[src/rtl/uart_tx_arbiter.sv]
// Round-robin, packet-granular arbiter sharing one uart transmitter between NREQ
// byte-stream requesters, with an idle watchdog and a one-entry output register.
module uart_tx_arbiter #(
  parameter int unsigned NREQ         = 4,
  parameter int unsigned IDLE_TIMEOUT = 1200
) (
  input  logic              clk,
  input  logic              resetn,
  input  logic [NREQ-1:0]   req_valid,
  input  logic [8*NREQ-1:0] req_data,
  input  logic [NREQ-1:0]   req_last,
  output logic [NREQ-1:0]   req_ready,
  output logic              tx_valid,
  output logic [7:0]        tx_data,
  input  logic              tx_ready,
  output logic [NREQ-1:0]   grant,
  output logic              timeout
);

  localparam int unsigned   IW        = $clog2(NREQ);
  localparam int unsigned   CW        = $clog2(IDLE_TIMEOUT) + 1;
  localparam logic [CW-1:0] WD_LAST   = CW'(IDLE_TIMEOUT - 1);
  localparam logic [IW-1:0] LAST_INIT = IW'(NREQ - 1);

  typedef enum logic {IDLE, BUSY} state_t;

  state_t        state;
  logic [IW-1:0] owner;
  logic [IW-1:0] last_owner;
  logic [IW-1:0] pick;
  logic          found;
  logic [IW:0]   cand;
  logic [CW-1:0] wd;
  logic          slot_free;
  logic          take;

  // The output register can take a byte when empty or draining this cycle.
  assign slot_free = !tx_valid || tx_ready;
  assign take      = (state == BUSY) && req_valid[owner] && slot_free;

  always_comb begin
    req_ready = '0;
    if (state == BUSY && slot_free) req_ready[owner] = 1'b1;
  end

  // Scan last_owner+1, last_owner+2, ... (mod NREQ); first requester found wins.
  always_comb begin
    pick  = last_owner;
    found = 1'b0;
    cand  = '0;
    for (int unsigned i = 1; i <= NREQ; i++) begin
      cand = {1'b0, last_owner} + (IW+1)'(i);
      if (cand >= (IW+1)'(NREQ)) cand = cand - (IW+1)'(NREQ);
      if (!found && req_valid[cand[IW-1:0]]) begin
        found = 1'b1;
        pick  = cand[IW-1:0];
      end
    end
  end

  always_ff @(posedge clk or negedge resetn) begin
    if (!resetn) begin
      state      <= IDLE;
      owner      <= '0;
      last_owner <= LAST_INIT;
      wd         <= '0;
      grant      <= '0;
      timeout    <= 1'b0;
      tx_valid   <= 1'b0;
      tx_data    <= '0;
    end else begin
      timeout <= 1'b0;

      if (take) begin
        tx_valid <= 1'b1;
        tx_data  <= req_data[8*owner +: 8];
      end else if (tx_valid && tx_ready) begin
        tx_valid <= 1'b0;
      end

      unique case (state)
        IDLE: begin
          wd <= '0;
          if (found) begin
            grant <= NREQ'(1) << pick;
            owner <= pick;
            state <= BUSY;
          end
        end
        BUSY: begin
          if (take && req_last[owner]) begin
            state      <= IDLE;
            last_owner <= owner;
            grant      <= '0;
            wd         <= '0;
          end else if (req_valid[owner]) begin
            wd <= '0;
          end else if (wd == WD_LAST) begin
            state      <= IDLE;
            last_owner <= owner;
            grant      <= '0;
            timeout    <= 1'b1;
            wd         <= '0;
          end else if (wd != '1) begin
            wd <= wd + 1'b1;
          end
        end
        default: state <= IDLE;
      endcase
    end
  end

endmodule

[config.mk]
export PLATFORM = sky130hd
export DESIGN_NAME = uart_tx_arbiter
export DESIGN_NICKNAME = d
export VERILOG_FILES = /design/src/rtl/uart_tx_arbiter.sv
export SDC_FILE = /design/constraint.sdc
export NUM_CORES = 1
export LEC_CHECK = 0
export ABC_AREA = 1
export CORE_MARGIN = 2
export CORE_UTILIZATION = 50
export CTS_CLUSTER_SIZE = 24
export DETAILED_ROUTE_END_ITERATION = 8
export HOLD_SLACK_MARGIN = 0.02
export PLACE_DENSITY_LB_ADDON = 0.08
export SLEW_MARGIN = 20
export SYNTH_ARGS = -nofsm -noshare
export SYNTH_HDL_FRONTEND = slang
export SYNTH_SLANG_ARGS = --single-unit
[constraint.sdc]
create_clock -name clk -period 3.95 [get_ports clk]
set_input_delay 0.79 -clock clk [delete_from_list [all_inputs] [get_ports clk]]
set_output_delay 0.79 -clock clk [all_outputs]
set_load 0.005 [all_outputs]
==> results.json, run 1 <==
{
  "status": "completed",
  "fmaxAchievable_ghz": 0.326,
  "gp_congestion": 0.860,
  "globalRouteOverflowTotal": 0,
  "stdcell_area_um2": 2780,
  "end_kind": "output port",
  "initial_core_util": 0.513,
  "crit_required_ns": 3.16,
  "hold_class": "reg -> reg",
  "cts_buffer_depth": 2,
  "hold_buffers": 0,
  "synth.largest_area_cell": "dfrtp_1",
  "dr.first_iter.drc_count": 180,
  "dp_hpwl_um": 3950,
  "power.density_nw_per_um2": 675,
  "worstSetupPathType": "in -> out",
  "ys_seq_area_frac": 0.384,
  "via_per_inst": 5.34,
  "crit_fanout": 6,
  "grt_pass1_wl_um": 8710,
  "fin_crit_ns": 3.07,
  "drv_cap": 0,
  "cts_resized": 0,
  "grt_max_degree": 32,
  "synth_cells": 295,
  "top_level_ports": 61,
  "wirelength_um": 5110,
  "cp-start-kind": "input port",
  "io_buffers": 60,
  "synthMuxAreaShare": 0,
  "synthXorXnorAreaFrac": 0.00433,
  "finClkSkew_ns": 0.00426,
  "final.setup.tns_ns": 0,
  "die_w_um": 67.6,
  "clk_latency_ns": 0.29,
  "synth_compound_area_frac": 0.105,
  "die_h_um": 67.6,
  "endpoint": "req_ready[0]",
  "first_pass_iters": 4,
  "htreeDepth": 2,
  "worstPathCellList": "clkdlybuf4s50_1, inv_1, nand2_1, nand2_1, nor3_1, clkdlybuf4s50_1",
  "ant_nets": 0,
  "synth_common_cells": "104 x nand2_1, 40 x nand3_1, 29 x dfrtp_1",
  "rsz0062_at_grt": "false",
  "ys_ff_latch": 31,
  "finish.utilization": 0.704,
  "grt_pass1_vias": 2033,
  "grt_use_total": 0.253,
  "setup_slack_ns": 0.883,
  "tightestPinTransition_ns": 0.520,
  "root_buffer": "clkbuf_8",
  "syn_nets": 339,
  "synth.distinct_cells": 31,
  "finalNetCount": 401,
  "p_leak_nw": 1.27,
  "design.die.area_um2": 4570,
  "dp_slack_ns": 0.894,
  "crit_arrival_ns": 2.28,
  "core_um2": 3940,
  "synth-async-reset-ratio": 1.00,
  "cts_setup_buffers": 0,
  "drive_gt1_frac": 0.106,
  "min-delay-start": "grant[2]$_DFFE_PN0P_",
  "synthFlopType": "dfrtp_1",
  "finalHoldViolCount": 0,
  "area_delta_synth_final_pct": 37.1,
  "synth_top_family_by_area": "simple AND/OR/NAND/NOR gates",
  "antenna_found_initial": 0,
  "critPathLaunch": "tx_ready",
  "dr_total_vias": 2180,
  "avgSynthCellArea_um2": 6.86,
  "cts.clk_slew.worst_paths_ns": 0.06,
  "r2r_slack_ns": 1.87,
  "relSlewSlack": 0.653,
  "wl_per_cell_um": 12.5,
  "critPathSlowestCell": "clkdlybuf4s50_1",
  "slowest_delay_ns": 0.53,
  "synthTopCellsByArea": "dfrtp_1 36%, nand2_1 19%, nand3_1 9.9%, inv_1 3.9%, a21oi_1 3.2%",
  "synth-simple-area-share": 0.430,
  "r2r-end": "tx_data[3]$_DFFE_PN0P_",
  "clock_sinks": 31,
  "r2r_cells": 10,
  "fin_crit_sh": 0.776,
  "row_count": 23,
  "synthAdderAreaFrac": 0.00618,
  "synth_edf_count": 0,
  "drv_slew": 0,
  "cts_tree": "built",
  "synth-warning-count": 0,
  "place_area_um2": 2660,
  "synth_top_cell_area_share": 0.358,
  "netlist_area_um2": 2020,
  "cts_made_buffers": 5,
  "peakVddDrop_mv": 0.413,
  "synth.most_common_cell": "nand2_1",
  "r2r-start": "owner[0]$_DFFE_PN0P_",
  "finalSetupViolCount": 0,
  "drc": 0,
  "diodes": 0
}
==> area by class of cell <==
cell class | count | area (um2)
Fill cell | 343 | 1170
Multi-Input combinational cell | 230 | 1100
Sequential cell | 31 | 778
Timing Repair Buffer | 61 | 608
Inverter | 28 | 105
Clock buffer | 6 | 82.6
Tap cell | 50 | 62.6
Clock inverter | 2 | 35.0
==> layer usage <==
metal  GRT usage  share of wire  vias to the layer above  routed length (um)
met5           0              0                        -                   0
met1       0.332           0.44                      992                2240
met3      0.0633          0.078                        8                 400
li1            -              -                     1091                   -
met2       0.409           0.47                       89                2400
met4      0.0791          0.015                        0                  76
==> critical path: cells and delay by family <==
kind | cells | cell delay, ns
buf+inv | 3 | 1.03
simple gates | 3 | 0.46
==> cell usage in the layout (no fill, tap or decap), types with 7 or more instances in the layout <==
master	Yosys	layout
inv_2	7	7
clkdlybuf4s50_1	0	60
nand2_2	7	7
nand4_1	7	7
inv_1	21	21
nand3_1	40	40
nor3_1	9	9
a21oi_1	13	13
nor2_1	15	15
nand2_1	104	104
o21ai_0	9	9
dfrtp_1	29	29
==> stage by stage <==
stage	hold slack, ns	cells	power [mW]
after floorplan	0.454	295	1.22
after global placement	0.465	400	1.52
after detailed placement	0.465	400	1.55
after CTS	0.482	408	1.88
after global routing	0.508	408	2.06
final	0.477	408	1.88
==> kinds of logic after synthesis <==
family,count (synthesis)
and+or+nand+nor,193
AOI/OAI and AO/OA,35
buffers and inverters,34
DFF,31
xor gates and xnor gates,1
adders and majority gates,1
==> where the power goes <==
part	total (mW)	internal [mW]	leakage, nW	switching, mW
Combinational	1.02	0.414	0.811	0.602
Sequential	0.536	0.419	0.400	0.117
Clock	0.324	0.204	0.0612	0.120
Total	1.88	1.04	1.27	0.838
==> sequential cells by signal (all words and copies together) (netlist names) <==
name / flops
wd: 12
tx_data: 8
grant: 4
last_owner: 2
owner: 2
state: 1
timeout: 1
tx_valid: 1
==> worst min path at each step <==
stage | depth (start not counted) | to | slack (ns)
4_1_cts | 2 | grant[2]$_DFFE_PN0P_ | 0.48
2_1_floorplan | 1 | wd[5]$_DFFE_PN0P_ | 0.45
5_1_grt | 2 | grant[0]$_DFFE_PN0P_ | 0.51
6_report | 2 | grant[2]$_DFFE_PN0P_ | 0.48
3_3_place_gp | 2 | grant[2]$_DFFE_PN0P_ | 0.46
3_5_place_dp | 2 | grant[2]$_DFFE_PN0P_ | 0.47
Power figures use the tool's default switching activity.
==> run 2: changes to the inputs <==
--- a/config.mk
+++ b/config.mk
@@ -7,7 +7,7 @@
 export LEC_CHECK = 0
 export ABC_AREA = 1
 export CORE_MARGIN = 2
-export CORE_UTILIZATION = 50
+export CORE_UTILIZATION = 43
 export CTS_CLUSTER_SIZE = 24
 export DETAILED_ROUTE_END_ITERATION = 8
 export HOLD_SLACK_MARGIN = 0.02
==> constraint.sdc (replaced) <==
create_clock -name clk -period 2.6 [get_ports clk]
set_input_delay 0.52 -clock clk [delete_from_list [all_inputs] [get_ports clk]]
set_output_delay 0.52 -clock clk [all_outputs]
set_load 0.005 [all_outputs]
==> run 2 against run 1 <==
  * Non-clock buffer count up 3
  * Register-to-register slack worse by 1.1 ns
  * Hold slack better by 0.0028 ns
  * Critical endpoint unchanged
  * Largest cell class unchanged
==> results.json, run 2 (synthesis gave the netlist of run 1 again) <==
{
  "worstSetupPathType": "in -> out",
  "drive_gt1_frac": 0.108,
  "rsz0062_at_grt": "false",
  "end_kind": "output port",
  "grt_pass1_wl_um": 8760,
  "regMostFlops": "wd",
  "clock_sinks": 31,
  "cp_top_family": "buffers and inverters",
  "status": "completed",
  "finalNetCount": 404,
  "dpl.cell_count": 405,
  "final_cells": 413,
  "diodes": 0,
  "drc": 0,
  "critPathSlowestCell": "clkdlybuf4s50_1",
  "cts_tree": "built",
  "row_count": 24,
  "first_pass_iters": 4,
  "tightestPinTransition_ns": 0.534,
  "crit_buf_inv": 3,
  "initial_core_util": 0.456,
  "relSlewSlack": 0.644,
  "crit_required_ns": 2.08,
  "io_buffers": 60,
  "hold_class": "reg -> reg",
  "min_to": "tx_data[7]$_DFFE_PN0P_",
  "cts_buffer_depth": 2,
  "r2r-start": "owner[0]$_DFFE_PN0P_",
  "layout_commonest_cell": "nand2_1",
  "cts_setup_buffers": 0,
  "die_w_um": 72.6,
  "layout_common_cells": "104 x nand2_1, 60 x clkdlybuf4s50_1, 40 x nand3_1",
  "crit_arrival_ns": 1.96,
  "core_um2": 4440,
  "fin_crit_sh": 0.952,
  "antenna_found_initial": 0,
  "r2r_slack_ns": 0.73,
  "design.die.area_um2": 5270,
  "slowest_delay_ns": 0.53,
  "grt_pass1_vias": 2043,
  "drv_cap": 0,
  "final.setup.tns_ns": 0,
  "grt_use_total": 0.208,
  "fin_crit_ns": 2.48,
  "power.density_nw_per_um2": 989,
  "fmaxAchievable_ghz": 0.404,
  "finalHoldViolCount": 0,
  "reg_top3": "wd (12), tx_data (8), grant (4)",
  "min-delay-start": "tx_data[7]$_DFFE_PN0P_",
  "cts_resized": 0,
  "top_level_ports": 61,
  "dp_hpwl_um": 3960,
  "area_delta_synth_final_pct": 36.6,
  "wl_per_cell_um": 12.2,
  "grt_max_degree": 32,
  "die_h_um": 72.6,
  "crit_fanout": 5,
  "clk_latency_ns": 0.28,
  "root_buffer": "clkbuf_8",
  "r2r_cells": 8,
  "cts_made_buffers": 5,
  "hold_buffers": 0,
  "via_per_inst": 5.18,
  "finalSetupViolCount": 0,
  "dr.first_iter.drc_count": 141,
  "fillCellCount": 420,
  "htreeDepth": 2,
  "ant_nets": 0,
  "worstPathCellList": "clkdlybuf4s50_1, inv_1, nand2_1, nand2_1, nor3_1, clkdlybuf4s50_1",
  "finClkSkew_ns": 0.00437,
  "gp_congestion": 0.849,
  "holdPathStages": 2,
  "dr_total_vias": 2139,
  "drv_slew": 0,
  "cp-start-kind": "input port",
  "cts.clk_slew.worst_paths_ns": 0.06,
  "r2r-end": "grant[1]$_DFFE_PN0P_",
  "wirelength_um": 5020,
  "largest_reg_flops": 12,
  "p_leak_nw": 1.27,
  "peakVddDrop_mv": 0.650,
  "globalRouteOverflowTotal": 0
}
## run 2: area by class of cell
| cell class | instances | area (um2) | area share |
|---|---|---|---|
| Tap cell | 52 | 65.1 | 0.0235 |
| Sequential cell | 31 | 778 | 0.281 |
| Clock buffer | 7 | 76.3 | 0.0276 |
| Clock inverter | 1 | 5.00 | 0.00181 |
| Timing Repair Buffer | 64 | 631 | 0.228 |
| Inverter | 28 | 105 | 0.0380 |
| Multi-Input combinational cell | 230 | 1100 | 0.400 |
## run 2: where the power goes
part | total, mW | internal, mW | switching [mW]
Clock | 0.356 | 0.187 | 0.169
Sequential | 0.810 | 0.637 | 0.173
Combinational | 1.57 | 0.656 | 0.913
## run 2: metrics by stage
step	worst slack, ns	power [mW]	area [um2]	utilization	hold WS, ns
4_1_cts	0.114	2.76	2770	0.622	0.484
6_report	0.124	2.74	2770	0.622	0.479
3_3_place_gp	0.154	2.37	2680	0.604	0.463
5_1_grt	0.0146	3.00	2770	0.622	0.499
3_5_place_dp	0.139	2.39	2680	0.604	0.468
2_1_floorplan	1.10	1.85	2020	-	0.224
## run 2: worst max-delay path by stage
stage	startpoint	end	slack (ns)	depth (start not counted)
4_1_cts	tx_ready	req_ready[0]	0.11	6
6_report	tx_ready	req_ready[0]	0.12	6
2_1_floorplan	last_owner[0]$_DFFE_PN1P_	grant[0]$_DFFE_PN0P_	1.10	12
3_3_place_gp	tx_ready	req_ready[0]	0.15	6
5_1_grt	tx_ready	req_ready[0]	0.01	6
3_5_place_dp	tx_ready	req_ready[0]	0.14	6
## run 2: metal layers
metal,part of all wire,vias to the layer above,routed length (um),global-route usage
met3,0.081,9,407,0.0677
met2,0.44,91,2200,0.331
met5,0,-,0,0
met1,0.47,936,2360,0.274
met4,0.011,0,53,0.0556
li1,-,1103,-,-
## run 2: worst min-delay path: cells and delay by family (launching register included)
kind / cells / cell delay (ns)
DFF: 1 / 0.34
and+or+nand+nor: 2 / 0.10
==> run 3: changes to the inputs <==
--- a/config.mk
+++ b/config.mk
@@ -5,12 +5,11 @@
 export SDC_FILE = /design/constraint.sdc
 export NUM_CORES = 1
 export LEC_CHECK = 0
-export ABC_AREA = 1
 export CORE_MARGIN = 2
-export CORE_UTILIZATION = 43
+export CORE_UTILIZATION = 41
 export CTS_CLUSTER_SIZE = 24
 export DETAILED_ROUTE_END_ITERATION = 8
-export HOLD_SLACK_MARGIN = 0.02
+export HOLD_SLACK_MARGIN = 0.12
 export PLACE_DENSITY_LB_ADDON = 0.08
 export SLEW_MARGIN = 20
 export SYNTH_ARGS = -nofsm -noshare
==> run 3 against run 2 <==
  * Via count down 26%
  * Fmax down 0.83%
  * Synthesized area down 13%
  * Sequential cell count unchanged
  * Global-route usage up 0.19 points
  * Design area down 7.5%
  * Cell count down 33%
  * Clock-buffer cell count unchanged
  * Total power down 16%
  * Register-to-register slack worse by 0.26 ns
  * Sequential share of layout area up 2.3 points
  * Hold slack better by 0.017 ns
  * Largest power group unchanged
==> results.json, run 3 <==
{
  "min-delay-start": "grant[1]$_DFFE_PN0P_",
  "initial_core_util": 0.434,
  "synthFlopType": "dfrtp_1",
  "clock_sinks": 31,
  "wl_per_cell_um": 17.3,
  "core_um2": 4060,
  "synth-async-reset-ratio": 1.00,
  "synth_cells": 155,
  "fin_crit_ns": 2.50,
  "diodes": 0,
  "grt_use_total": 0.210,
  "htreeDepth": 2,
  "cts.clk_slew.worst_paths_ns": 0.06,
  "synth.distinct_cells": 43,
  "tightestPinTransition_ns": 0.582,
  "r2r-start": "wd[6]$_DFFE_PN0P_",
  "dr.first_iter.drc_count": 43,
  "intPower_mw": 1.53,
  "p_seq_frac": 0.338,
  "seqCellArea_um2": 778,
  "syn_nets": 199,
  "synth_common_cells": "29 x dfrtp_1, 15 x nor2_1, 11 x mux2_2",
  "peakVddDrop_mv": 0.451,
  "fillCellCount": 336,
  "worstSetupPathType": "in -> out",
  "fin_crit_sh": 0.960,
  "grt_pass1_vias": 1636,
  "crit_arrival_ns": 1.98,
  "first_pass_iters": 4,
  "p_switching_mw": 0.778,
  "synthTopCellsByArea": "dfrtp_1 41%, mux4_2 13%, mux2_2 7.0%, nor2_1 3.2%, dfstp_2 3.0%",
  "synth.largest_area_cell": "dfrtp_1",
  "cts_made_buffers": 5,
  "finalSetupViolCount": 0,
  "die_h_um": 69.5,
  "reg_top3": "wd (12), tx_data (8), grant (4)",
  "dp_slack_ns": -0.0200,
  "switching_share": 0.337,
  "ant_nets": 0,
  "ys_ff_latch": 31,
  "grt_max_degree": 32,
  "dr_total_vias": 1578,
  "relSlewSlack": 0.608,
  "p_comb_frac": 0.510,
  "synth_edf_count": 0,
  "design.die.area_um2": 4830,
  "grt_pass1_wl_um": 8090,
  "root_buffer": "clkbuf_8",
  "cts_buffer_depth": 2,
  "finalHoldViolCount": 0,
  "die_w_um": 69.5,
  "finClkSkew_ns": 0.00359,
  "drv_slew": 0,
  "ys_seq_area_frac": 0.442,
  "drv_cap": 0,
  "multi_input_area_um2": 950,
  "antenna_found_initial": 0,
  "layout_commonest_cell": "clkdlybuf4s50_1",
  "cts_tree": "built",
  "hold_class": "reg -> reg",
  "regMostFlops": "wd",
  "power_frac_clock": 0.152,
  "wirelength_um": 4800,
  "layout_common_cells": "60 x clkdlybuf4s50_1, 29 x dfrtp_1, 15 x nor2_1",
  "io_buffers": 60,
  "drc": 0,
  "final.setup.tns_ns": 0,
  "row_count": 23,
  "p_leak_nw": 1.04,
  "via_per_inst": 5.70,
  "finalNetCount": 271,
  "crit_required_ns": 2.08,
  "end_kind": "output port",
  "avgSynthCellArea_um2": 11.4,
  "area_delta_synth_final_pct": 45.3,
  "synth_top_cell_area_share": 0.412,
  "top_level_ports": 61,
  "fmaxAchievable_ghz": 0.401,
  "setup_slack_ns": 0.103,
  "status": "completed",
  "synth.most_common_cell": "dfrtp_1",
  "crit_fanout": 5,
  "drive_gt1_frac": 0.189,
  "power.density_nw_per_um2": 901,
  "globalRouteOverflowTotal": 0,
  "gp_congestion": 0.875,
  "cp-start-kind": "input port",
  "netlist_area_um2": 1760,
  "synth-warning-count": 0,
  "hold_buffers": 0,
  "dp_hpwl_um": 3750,
  "clk_latency_ns": 0.28,
  "largest_reg_flops": 12,
  "critPathLaunch": "tx_ready"
}
## run 3: cell count changes after synthesis, moves of 6 or more
| cell | delta |
|---|---|
| nand3_1 | -33 |
| mux4_2 | +10 |
| nand2_2 | -7 |
| inv_2 | -7 |
| mux2_2 | +11 |
| o21ai_0 | -6 |
| a21oi_1 | -10 |
| nand2_1 | -95 |
| nor3_1 | -7 |
| inv_1 | -19 |
## run 3: worst max-delay path: stages
cell	delay, ns
clkdlybuf4s50_1	0.44
nand2b_1	0.12
and2_1	0.19
nor3b_2	0.18
clkdlybuf4s50_1	0.53
## run 3: power by group through the flow
| stage | sequential, mW | combinational (mW) | clock (mW) |
|---|---|---|---|
| floorplan | 0.740 | 0.708 | 0 |
| global placement | 0.771 | 1.15 | 0 |
| detailed placement | 0.783 | 1.19 | 0 |
| CTS | 0.774 | 1.19 | 0.361 |
| global route | 0.802 | 1.28 | 0.386 |
| finish | 0.778 | 1.18 | 0.350 |
## run 3: through the flow
stage	utilization	area (um2)	cells	power (mW)	hold WS (ns)
5_1_grt	0.630	2560	277	2.47	0.503
2_1_floorplan	-	1760	155	1.45	0.224
4_1_cts	0.629	2550	277	2.32	0.498
3_5_place_dp	0.610	2480	270	1.97	0.484
6_report	0.630	2560	277	2.30	0.496
3_3_place_gp	0.610	2480	270	1.92	0.463
## run 3: repair_timing
action                                  in CTS  in global routing
resized for setup                            0                  1
buffers inserted                             0                  0
endpoints found under the setup margin       0                  1
## run 3: metal layers
metal / vias up / track usage / wire length (um)
met3: 7 / 0.0465 / 301
met5: - / 0 / 0
met4: 0 / 0.0654 / 59
li1: 735 / - / -
met1: 785 / 0.246 / 1930
met2: 51 / 0.381 / 2510
## run 3: logic make-up after synthesis
| group | Yosys count | synth area share |
|---|---|---|
| multiplexers | 25 | 0.221 |
| flip-flops | 31 | 0.442 |
| XOR/XNOR | 5 | 0.0249 |
| adder cells (fa/ha/maj) | 1 | 0.00711 |
| AND/OR/NAND/NOR | 61 | 0.187 |
| AO/OA/AOI/OAI | 24 | 0.0967 |
| buffers and inverters | 8 | 0.0213 |
## run 3: area by class of cell
cell class | instances | share of cell area
sequential | 31 | 0.304
tap | 50 | 0.0245
multi-input combinational | 116 | 0.371
clock buffer | 7 | 0.0298
inverter | 2 | 0.00294
timing repair buffer | 71 | 0.267
## run 3: worst paths after layout
kind	to	slack [ns]	depth (start not counted)
max	req_ready[0]	0.10	5
min	grant[1]$_DFFE_PN0P_	0.50	1
max reg2reg	last_owner[0]$_DFFE_PN1P_	0.47	4
min reg2reg	grant[1]$_DFFE_PN0P_	0.50	1
max in group asynchronous	last_owner[0]$_DFFE_PN1P_	1.63	2
min in group asynchronous	tx_data[4]$_DFFE_PN0P_	0.64	2
